**src/rtl/instr_mem_fetch_port.sv**
```systemverilog
// instr_mem_fetch_port
//   Instruction-memory read port behind the program counter. It accepts one
//   fetch address per cycle under PCValid/PCReady and reads a DEPTH-word store
//   through a registered (block-RAM style) read. The read passes through a
//   READ_LATENCY-deep valid pipeline into a 2-entry in-order output FIFO.
//   A credit counter bounds in-flight plus buffered fetches to two. Because of
//   that bound, the FIFO can never overflow and the pipeline never has to stall.
//   A separate load port writes the store. Reads are read-before-write against
//   a same-cycle load.
//   Optional feature macro: IMEM_PARITY_EN. When it is defined, every stored
//   word carries an even-parity bit that is written at load and checked on read.
//   The check result travels with the data, and the ParityErr port is present.
module instr_mem_fetch_port #(
  parameter int ADDR_WIDTH   = 5,
  parameter int DATA_WIDTH   = 32,
  parameter int DEPTH        = 32,
  parameter int READ_LATENCY = 1
) (
  input  logic                  Clk,
  input  logic                  Reset,
  input  logic [ADDR_WIDTH-1:0] PCAddr,
  input  logic                  PCValid,
  output logic                  PCReady,
  output logic [DATA_WIDTH-1:0] InstrOut,
  output logic                  InstrValid,
  input  logic                  InstrReady,
  input  logic                  Flush,
  input  logic                  LoadEn,
  input  logic [ADDR_WIDTH-1:0] LoadAddr,
  input  logic [DATA_WIDTH-1:0] LoadData
`ifdef IMEM_PARITY_EN
  ,
  output logic                  ParityErr
`endif
);

  // Width of one stored word and of one pipeline/buffer entry.
  // With parity enabled, the extra bit is the stored parity bit in the store.
  // In the pipeline and buffer, that extra bit is the parity-error flag.
`ifdef IMEM_PARITY_EN
  localparam int PAR_W = 1;
`else
  localparam int PAR_W = 0;
`endif
  localparam int EW  = DATA_WIDTH + PAR_W;
  localparam int AW1 = ADDR_WIDTH + 1;
  localparam logic [AW1-1:0] DEPTH_L = AW1'(DEPTH);

  // Instruction store. It is deliberately not reset.
  logic [EW-1:0]           r_mem [0:DEPTH-1];

  // Registered read port (pipeline stage 0).
  logic [EW-1:0]           r_rd_word;
  logic                    r_rd_oor;

  // Pipeline entry seen at the output of each stage, plus the stage valids.
  logic [EW-1:0]           w_pipe_entry [READ_LATENCY];
  logic [READ_LATENCY-1:0] r_pipe_vld;
  logic [READ_LATENCY-1:0] w_vld_next;

  // 2-entry output FIFO.
  logic [EW-1:0]           r_buf [2];
  logic                    r_wr_ptr;
  logic                    r_rd_ptr;
  logic [1:0]              r_count;

  // Credit counter: in-flight plus buffered fetches (0..2).
  logic [1:0]              r_credit;
  logic [2:0]              w_credit_after_pop;

  // Keeps PCReady low until the first edge after reset release.
  logic                    r_ready_en;

  logic                    w_accept;
  logic                    w_push;
  logic                    w_pop;
  logic                    w_pc_in_range;
  logic                    w_load_in_range;
  logic [EW-1:0]           w_load_word;
  logic [EW-1:0]           w_head;

  assign w_pc_in_range   = ({1'b0, PCAddr}   < DEPTH_L);
  assign w_load_in_range = ({1'b0, LoadAddr} < DEPTH_L);

`ifdef IMEM_PARITY_EN
  // The parity bit makes the XOR of the whole stored word zero (even parity).
  assign w_load_word = {^LoadData, LoadData};
`else
  assign w_load_word = LoadData;
`endif

  // Handshakes. A same-cycle pop frees a credit, so an always-ready consumer
  // sees one fetch per cycle. Flush refuses the request presented with it.
  assign w_pop              = InstrValid && InstrReady;
  assign w_credit_after_pop = {1'b0, r_credit} - {2'b00, w_pop};
  assign PCReady            = r_ready_en && !Flush && (w_credit_after_pop < 3'd2);
  assign w_accept           = PCValid && PCReady;
  assign w_push             = r_pipe_vld[READ_LATENCY-1] && !Flush;

  // Store write and registered read. The nonblocking write makes a same-address
  // read return the old word (read-before-write).
  always_ff @(posedge Clk) begin
    if (LoadEn && w_load_in_range) begin
      r_mem[LoadAddr] <= w_load_word;
    end
    if (w_accept) begin
      r_rd_word <= r_mem[PCAddr];
      r_rd_oor  <= !w_pc_in_range;
    end
  end

  // Stage 0 converts the raw word into an entry. An out-of-range address
  // becomes an all-zero NOP, and the stored parity bit becomes an error flag.
`ifdef IMEM_PARITY_EN
  assign w_pipe_entry[0] = r_rd_oor ? '0 : {^r_rd_word, r_rd_word[DATA_WIDTH-1:0]};
`else
  assign w_pipe_entry[0] = r_rd_oor ? '0 : r_rd_word;
`endif

  // Extra latency stages. Only the valid bits need reset; the data simply
  // follows the valids.
  genvar gi;
  generate
    for (gi = 1; gi < READ_LATENCY; gi++) begin : g_stage
      logic [EW-1:0] r_stage;

      // Advance the entry one stage per cycle.
      always_ff @(posedge Clk) begin
        r_stage <= w_pipe_entry[gi-1];
      end

      assign w_pipe_entry[gi] = r_stage;
    end
  endgenerate

  // Next valid vector: an accept enters stage 0, and older fetches shift down.
  // Flush empties the pipeline.
  always_comb begin
    w_vld_next = '0;
    if (!Flush) begin
      w_vld_next[0] = w_accept;
      for (int i = 1; i < READ_LATENCY; i++) begin
        w_vld_next[i] = r_pipe_vld[i-1];
      end
    end
  end

  // Pipeline valids, credit counter and ready enable.
  always_ff @(posedge Clk or negedge Reset) begin
    if (!Reset) begin
      r_pipe_vld <= '0;
      r_credit   <= 2'd0;
      r_ready_en <= 1'b0;
    end else begin
      r_pipe_vld <= w_vld_next;
      r_ready_en <= 1'b1;
      if (Flush) begin
        r_credit <= 2'd0;
      end else begin
        r_credit <= r_credit + {1'b0, w_accept} - {1'b0, w_pop};
      end
    end
  end

  // Output FIFO. Pointers wrap modulo 2, and push+pop together keep the count.
  // Flush overrides both push and pop.
  always_ff @(posedge Clk or negedge Reset) begin
    if (!Reset) begin
      r_buf[0] <= '0;
      r_buf[1] <= '0;
      r_wr_ptr <= 1'b0;
      r_rd_ptr <= 1'b0;
      r_count  <= 2'd0;
    end else if (Flush) begin
      r_wr_ptr <= 1'b0;
      r_rd_ptr <= 1'b0;
      r_count  <= 2'd0;
    end else begin
      if (w_push) begin
        r_buf[r_wr_ptr] <= w_pipe_entry[READ_LATENCY-1];
        r_wr_ptr        <= ~r_wr_ptr;
      end
      if (w_pop) begin
        r_rd_ptr <= ~r_rd_ptr;
      end
      r_count <= r_count + {1'b0, w_push} - {1'b0, w_pop};
    end
  end

  assign w_head     = r_buf[r_rd_ptr];
  assign InstrValid = (r_count != 2'd0);
  assign InstrOut   = InstrValid ? w_head[DATA_WIDTH-1:0] : '0;

`ifdef IMEM_PARITY_EN
  assign ParityErr = InstrValid && w_head[DATA_WIDTH];
`endif

  // The credit bound is structural. Reaching 3, or drifting from the real
  // occupancy, means the handshake logic is broken.
  a_credit_bound : assert property (@(posedge Clk) disable iff (!Reset)
    r_credit <= 2'd2);
  a_credit_match : assert property (@(posedge Clk) disable iff (!Reset)
    (int'($countones(r_pipe_vld)) + int'(r_count)) == int'(r_credit));

endmodule

```
**config.mk**
```make
export PLATFORM = sky130hd
export DESIGN_NAME = instr_mem_fetch_port
export DESIGN_NICKNAME = d
export VERILOG_FILES = /design/src/rtl/instr_mem_fetch_port.sv
export SDC_FILE = /design/constraint.sdc
export NUM_CORES = 1
export LEC_CHECK = 0
export CORE_MARGIN = 2
export CORE_UTILIZATION = 69
export CTS_BUF_LIST = sky130_fd_sc_hd__clkbuf_4
export DETAILED_ROUTE_END_ITERATION = 10
export PLACE_DENSITY = 0.84
export SYNTH_ARGS = -nofsm -noshare
export SYNTH_HDL_FRONTEND = slang
export SYNTH_SLANG_ARGS = --single-unit
export TNS_END_PERCENT = 30
```
**constraint.sdc**
```tcl
create_clock -name Clk -period 5.5 [get_ports Clk]
set_input_delay 0.825 -clock Clk [delete_from_list [all_inputs] [get_ports Clk]]
set_output_delay 0.825 -clock Clk [all_outputs]
set_load 0.01 [all_outputs]
```
==> results.json, run 1 <==
{
  "yosysTopAreaCellShare": 0.720,
  "arrival_ns": 3.04,
  "clkPwrFrac": 0.368,
  "synth-main-ff-cell": "edfxtp_1",
  "async_flop_share": 0.0638,
  "syn-num-nets": 2557,
  "fin_skew_ns": 0.0785,
  "ys.warnings.count": 0,
  "ant_nets": 0,
  "dp_hpwl_mm": 56.6,
  "fmax_ghz": 0.259,
  "die_w_um": 257,
  "htree_num_levels": 5,
  "drv_slew": 0,
  "synthMuxAreaShare": 0.140,
  "powerDensity_nw_per_um2": 371,
  "antenna_found_initial": 5,
  "synth_top_area_cell": "edfxtp_1",
  "syn_area_um2": 44100,
  "fin_nets": 2847,
  "period_needed_ns": 3.86,
  "crit_required_ns": 4.68,
  "cts_tree": "built",
  "synth_edf_count": 1056,
  "synthXorXnorAreaFrac": 0.00119,
  "worst_pin_slew_ns": 1.48,
  "gp_congestion": 0.860,
  "hold_class": "primary input to flop",
  "wl_mm": 102,
  "rsz0062_at_grt": "no",
  "die_h_um": 257,
  "rows": 92,
  "avgSynthCellArea_um2": 17.6,
  "grt_pass1_vias": 25500,
  "syn_to_final_growth_pct": 11.8,
  "grt_max_degree": 106,
  "stdcell_area_um2": 49300,
  "ir_drop_mv": 0.209,
  "reg2reg_depth": 6,
  "post-route-period-util": 0.702,
  "ys_top_cells_by_area": "edfxtp_1, mux2i_1, dfrtp_1",
  "fill_cells": 3382,
  "cts_setup_buffers": 0,
  "layout_commonest_cell": "edfxtp_1",
  "vias": 25000,
  "hold_violations": 0,
  "firstDrtPassIters": 9,
  "drtIter0Drc": 3088,
  "grt_usage": 0.312,
  "ys_seq_area_frac": 0.760,
  "p_int_mw": 14.0,
  "violations": "capacitance limit",
  "synth_seq_cells": 1128,
  "status": "finished with violations",
  "grt_remaining_overflow": 0,
  "setup.worst_path.start_class": "flop",
  "final_cell_mix": "edfxtp_1, mux2i_1, clkbuf_4",
  "criticalPathCategory": "flop to output port",
  "drive_gt1_frac": 0.203,
  "hold_buffers": 1,
  "io_buffers": 81,
  "start_util": 0.699,
  "crit_fanout": 33,
  "cp-end-kind": "output port",
  "clock_latency_ns": 1.14,
  "synth_top_family_by_area": "multiplexers",
  "clk_path_buf_depth": 4,
  "p_comb_frac": 0.089,
  "yosys.area_share.simple": 0.0328,
  "p_leak_nw": 17.8,
  "cts_sinks": 1128,
  "maxCapViolCount": 1,
  "wl_per_cell_um": 26.8,
  "ios": 82,
  "fin_ws_ns": 1.64,
  "clk_pin_slew_worst_paths_ns": 0.07,
  "fin_setup_tns_ns": 0,
  "power.switching_mw": 4.29,
  "pre_cts_ws_ns": 1.65,
  "hold_depth": 3,
  "cts_buffers": 290,
  "grt_pass1_wl_mm": 151,
  "drc": 0,
  "maxSlewHeadroom": 0.0119,
  "finalSetupViolations": 0,
  "cts_resized": 0,
  "synth_compound_area_frac": 0.0447,
  "total_power_mw": 18.3,
  "synthAdderAreaFrac": 0.00114,
  "synth.distinct_cells": 33,
  "die-area_um2": 65900,
  "place_area_um2": 45800,
  "root_buffer": "clkbuf_4",
  "syn_inst": 2505,
  "via_per_inst": 6.53,
  "sw_frac_of_total": 0.234,
  "core-area_um2": 63100,
  "seqPwrFrac": 0.542
}
-- power by group through the flow --
stage	sequential (mW)	clock (mW)	combinational (mW)
2_1_floorplan	9.98	0	1.02
4_1_cts	9.92	6.81	1.63
3_3_place_gp	10.1	0	1.56
5_1_grt	9.95	7.23	1.75
6_report	9.92	6.74	1.63
3_5_place_dp	10.1	0	1.62
-- metal layers --
| layer | wire length, um | vias to the layer above | GRT usage |
|---|---|---|---|
| met5 | 17 | - | 0 |
| met1 | 37100 | 12400 | 0.416 |
| li1 | - | 10600 | - |
| met3 | 12200 | 235 | 0.0819 |
| met2 | 50100 | 1769 | 0.500 |
| met4 | 2920 | 2 | 0.121 |
-- path summary, 6_finish.rpt --
check / from / to / slack [ns]
worst max-delay path: r_rd_ptr / InstrOut[2] / 1.64
max in group asynchronous: Reset / r_buf[52] / 4.50
worst max register to register: r_count[0] / r_rd_word[6] / 2.31
worst min-delay path: PCValid / r_pipe_vld / 0.31
worst min register to register: r_buf[38] / r_buf[38] / 0.50
min in group asynchronous: Reset / r_credit[1] / 0.35
-- sequential cells by signal, summed over array words and instances, names as in the netlist --
| name | count |
|---|---|
| r_mem | 1024 |
| r_pipe_vld | 1 |
| r_buf | 64 |
| r_rd_ptr | 1 |
| r_rd_word | 32 |
| r_wr_ptr | 1 |
| r_count | 2 |
| r_ready_en | 1 |
| r_credit | 2 |
-- stage by stage --
stage / std cells / hold slack, ns / util
after floorplan: 2505 / 0.457 / -
after global placement: 3346 / 0.470 / 0.727
after detailed placement: 3346 / 0.491 / 0.727
after CTS: 3818 / 0.243 / 0.781
after global routing: 3823 / 0.271 / 0.781
final: 3823 / 0.311 / 0.781
-- cells by family (layout without fill, tap and decap cells) --
group,after synthesis,count (layout)
fa+ha+maj,4,4
xor+xnor,6,6
mux,608,608
simple gates,322,322
other cells,1,4
buf+inv,146,615
flops,1128,1128
compound gates,290,290
-- cell usage after synthesis, types with 6 or more instances --
cell	n
edfxtp_1	1056
dfrtp_1	72
a22o_1	64
inv_1	6
nor3_1	33
mux2_2	62
clkbuf_1	44
buf_4	24
a31oi_1	32
buf_6	23
nand3b_1	6
nor2_1	72
nand2_1	99
nand3_1	98
mux2i_1	544
buf_2	43
a21oi_1	96
a22oi_1	96
-- critical path, stage by stage, from the launching register on --
cell and delay, ns:
dfrtp_2 0.98, mux2i_1 0.25, nor2_1 0.14, clkdlybuf4s50_1 0.55
-- final cells by class --
type | instances | area [um^2] | area share
Clock buffer | 416 | 3120 | 0.0634
Multi-Input combinational cell | 1231 | 9970 | 0.202
Inverter | 6 | 22.5 | 0.000457
Clock inverter | 55 | 273 | 0.00553
Tap cell | 846 | 1060 | 0.0215
Sequential cell | 1128 | 33500 | 0.680
Antenna cell | 3 | 7.51 | 0.000152
Timing Repair Buffer | 138 | 1320 | 0.0268
No activity file was read; power rests on OpenSTA's default activity.
==> run 2, diff against run 1 <==
- CORE_UTILIZATION: 69 -> 58
- PLACE_DENSITY: 0.84 -> 0.75
- clock period: 5.5 -> 3.54 ns (I/O delays scaled with it)
==> results.json, run 2 (synthesis gave the netlist of run 1 again) <==
{
  "status": "finished, final reports clean",
  "final_cell_mix": "edfxtp_1, mux2i_1, clkbuf_4",
  "vias": 24500,
  "total_power_mw": 28.6,
  "root_buffer": "clkbuf_4",
  "wl_met3_mm": 8.43,
  "io_buffers": 81,
  "ant_nets": 0,
  "fmax_ghz": 0.306,
  "dp_hpwl_mm": 58.1,
  "drc": 0,
  "grt_remaining_overflow": 0,
  "rows": 101,
  "start_util": 0.583,
  "cp-end-kind": "output port",
  "critPathTopFamily": "buffers and inverters",
  "wl_met2_mm": 49.9,
  "setup.worst_path.start_class": "flop",
  "worst_pin_slew_ns": 1.27,
  "syn_to_final_growth_pct": 14.2,
  "hold_slack_ns": 0.128,
  "crit_required_ns": 3.01,
  "via_per_inst": 6.13,
  "rsz0062_at_grt": "no",
  "fin_cells": 4001,
  "cts_sinks": 1128,
  "firstDrtPassIters": 6,
  "wl_mm": 103,
  "place_area_um2": 46800,
  "maxCapViolCount": 0,
  "hold_violations": 0,
  "core-area_um2": 75600,
  "crit_start": "r_count[0]",
  "cts_tree": "built",
  "wl_per_cell_um": 25.8,
  "crit_fanout": 4,
  "seqCellArea_um2": 33500,
  "grt_usage": 0.268,
  "ios": 82,
  "worst-path-buf-inv": 1,
  "gp_congestion": 0.813,
  "clk_path_buf_depth": 4,
  "fin_skew_ns": 0.0912,
  "drive_gt1_frac": 0.213,
  "die_h_um": 280,
  "r2r_start": "r_count[0]",
  "criticalPathCategory": "flop to output port",
  "fill_cells": 4988,
  "period_needed_ns": 3.27,
  "drv_slew": 0,
  "grt_pass1_vias": 25100,
  "layout_commonest_cell": "edfxtp_1",
  "fin_setup_tns_ns": 0,
  "fin_ws_ns": 0.267,
  "route.top_layer_used": "met5",
  "regMostFlops": "r_mem",
  "multi_input_area_um2": 9970,
  "biggestRegsByFlops": "r_mem x1024, r_buf x64, r_rd_word x32",
  "maxSlewHeadroom": 0.152,
  "finish.utilization": 0.666,
  "cpPeakStageDelay_ns": 0.53,
  "clk_pin_slew_worst_paths_ns": 0.07,
  "post-route-period-util": 0.924,
  "antenna_found_initial": 3,
  "arrival_ns": 2.74,
  "htree_num_levels": 5,
  "finalSetupViolations": 0,
  "die-area_um2": 78200,
  "drtIter0Drc": 2817,
  "clock_latency_ns": 1.15,
  "hold_class": "primary input to async pin",
  "powerDensity_nw_per_um2": 569,
  "pre_cts_ws_ns": 0.585,
  "worstPathCellList": "o21ai_1, nor3_1, and4bb_2, clkdlybuf4s50_1",
  "die_w_um": 280,
  "numPlacedInstances": 3530,
  "stdcell_area_um2": 50300,
  "ir_drop_mv": 0.385,
  "slowest_stage": "clkdlybuf4s50_1",
  "grt_max_degree": 73,
  "p_leak_nw": 18.2,
  "largest_reg_flops": 1024,
  "cts_buffers": 292,
  "wirelength_met1_mm": 42.4,
  "fin_nets": 2902,
  "grt_pass1_wl_mm": 154
}
==> run 2: area by class of cell <==
cell class | instances | share of cell area
clock inverters | 53 | 0.00664
well taps | 978 | 0.0243
repair buffers | 191 | 0.0429
clock buffers | 412 | 0.0615
inverters | 6 | 0.000448
multi-input cells | 1231 | 0.198
diodes | 2 | 0.0000995
flip-flops and latches | 1128 | 0.666
==> run 2: repair_timing <==
action / in CTS / in global routing
hold buffers: 2 / 0
setup endpoints to repair: 11 / 1
hold endpoints to repair: 73 / 0
gates resized for setup: 2 / 1
pin swaps: 0 / 0
buffers inserted: 2 / 0
==> run 2: routing by layer <==
metal / vias to the layer above / global-route usage
met5: - / 0
met4: 2 / 0.107
met3: 201 / 0.0540
met2: 1233 / 0.425
met1: 12400 / 0.368
li1: 10700 / -
==> run 2: report_power, final <==
part           total, mW  switching (mW)  leakage (nW)  internal (mW)
Combinational       2.77            1.52          5.67           1.25
Clock               10.5            4.85          2.06           5.66
Sequential          15.4           0.261          10.4           15.1
==> run 2: final timing paths <==
check | end | slack [ns] | cells after the start
max in group asynchronous | r_rd_ptr | 2.65 | 2
hold / removal | r_buf[7] | 0.13 | 2
setup reg to reg | r_credit[0] | 1.44 | 8
min in group Clk | r_count[1] | 0.23 | 2
setup / recovery | PCReady | 0.27 | 4
hold reg to reg | r_buf[22] | 0.49 | 1
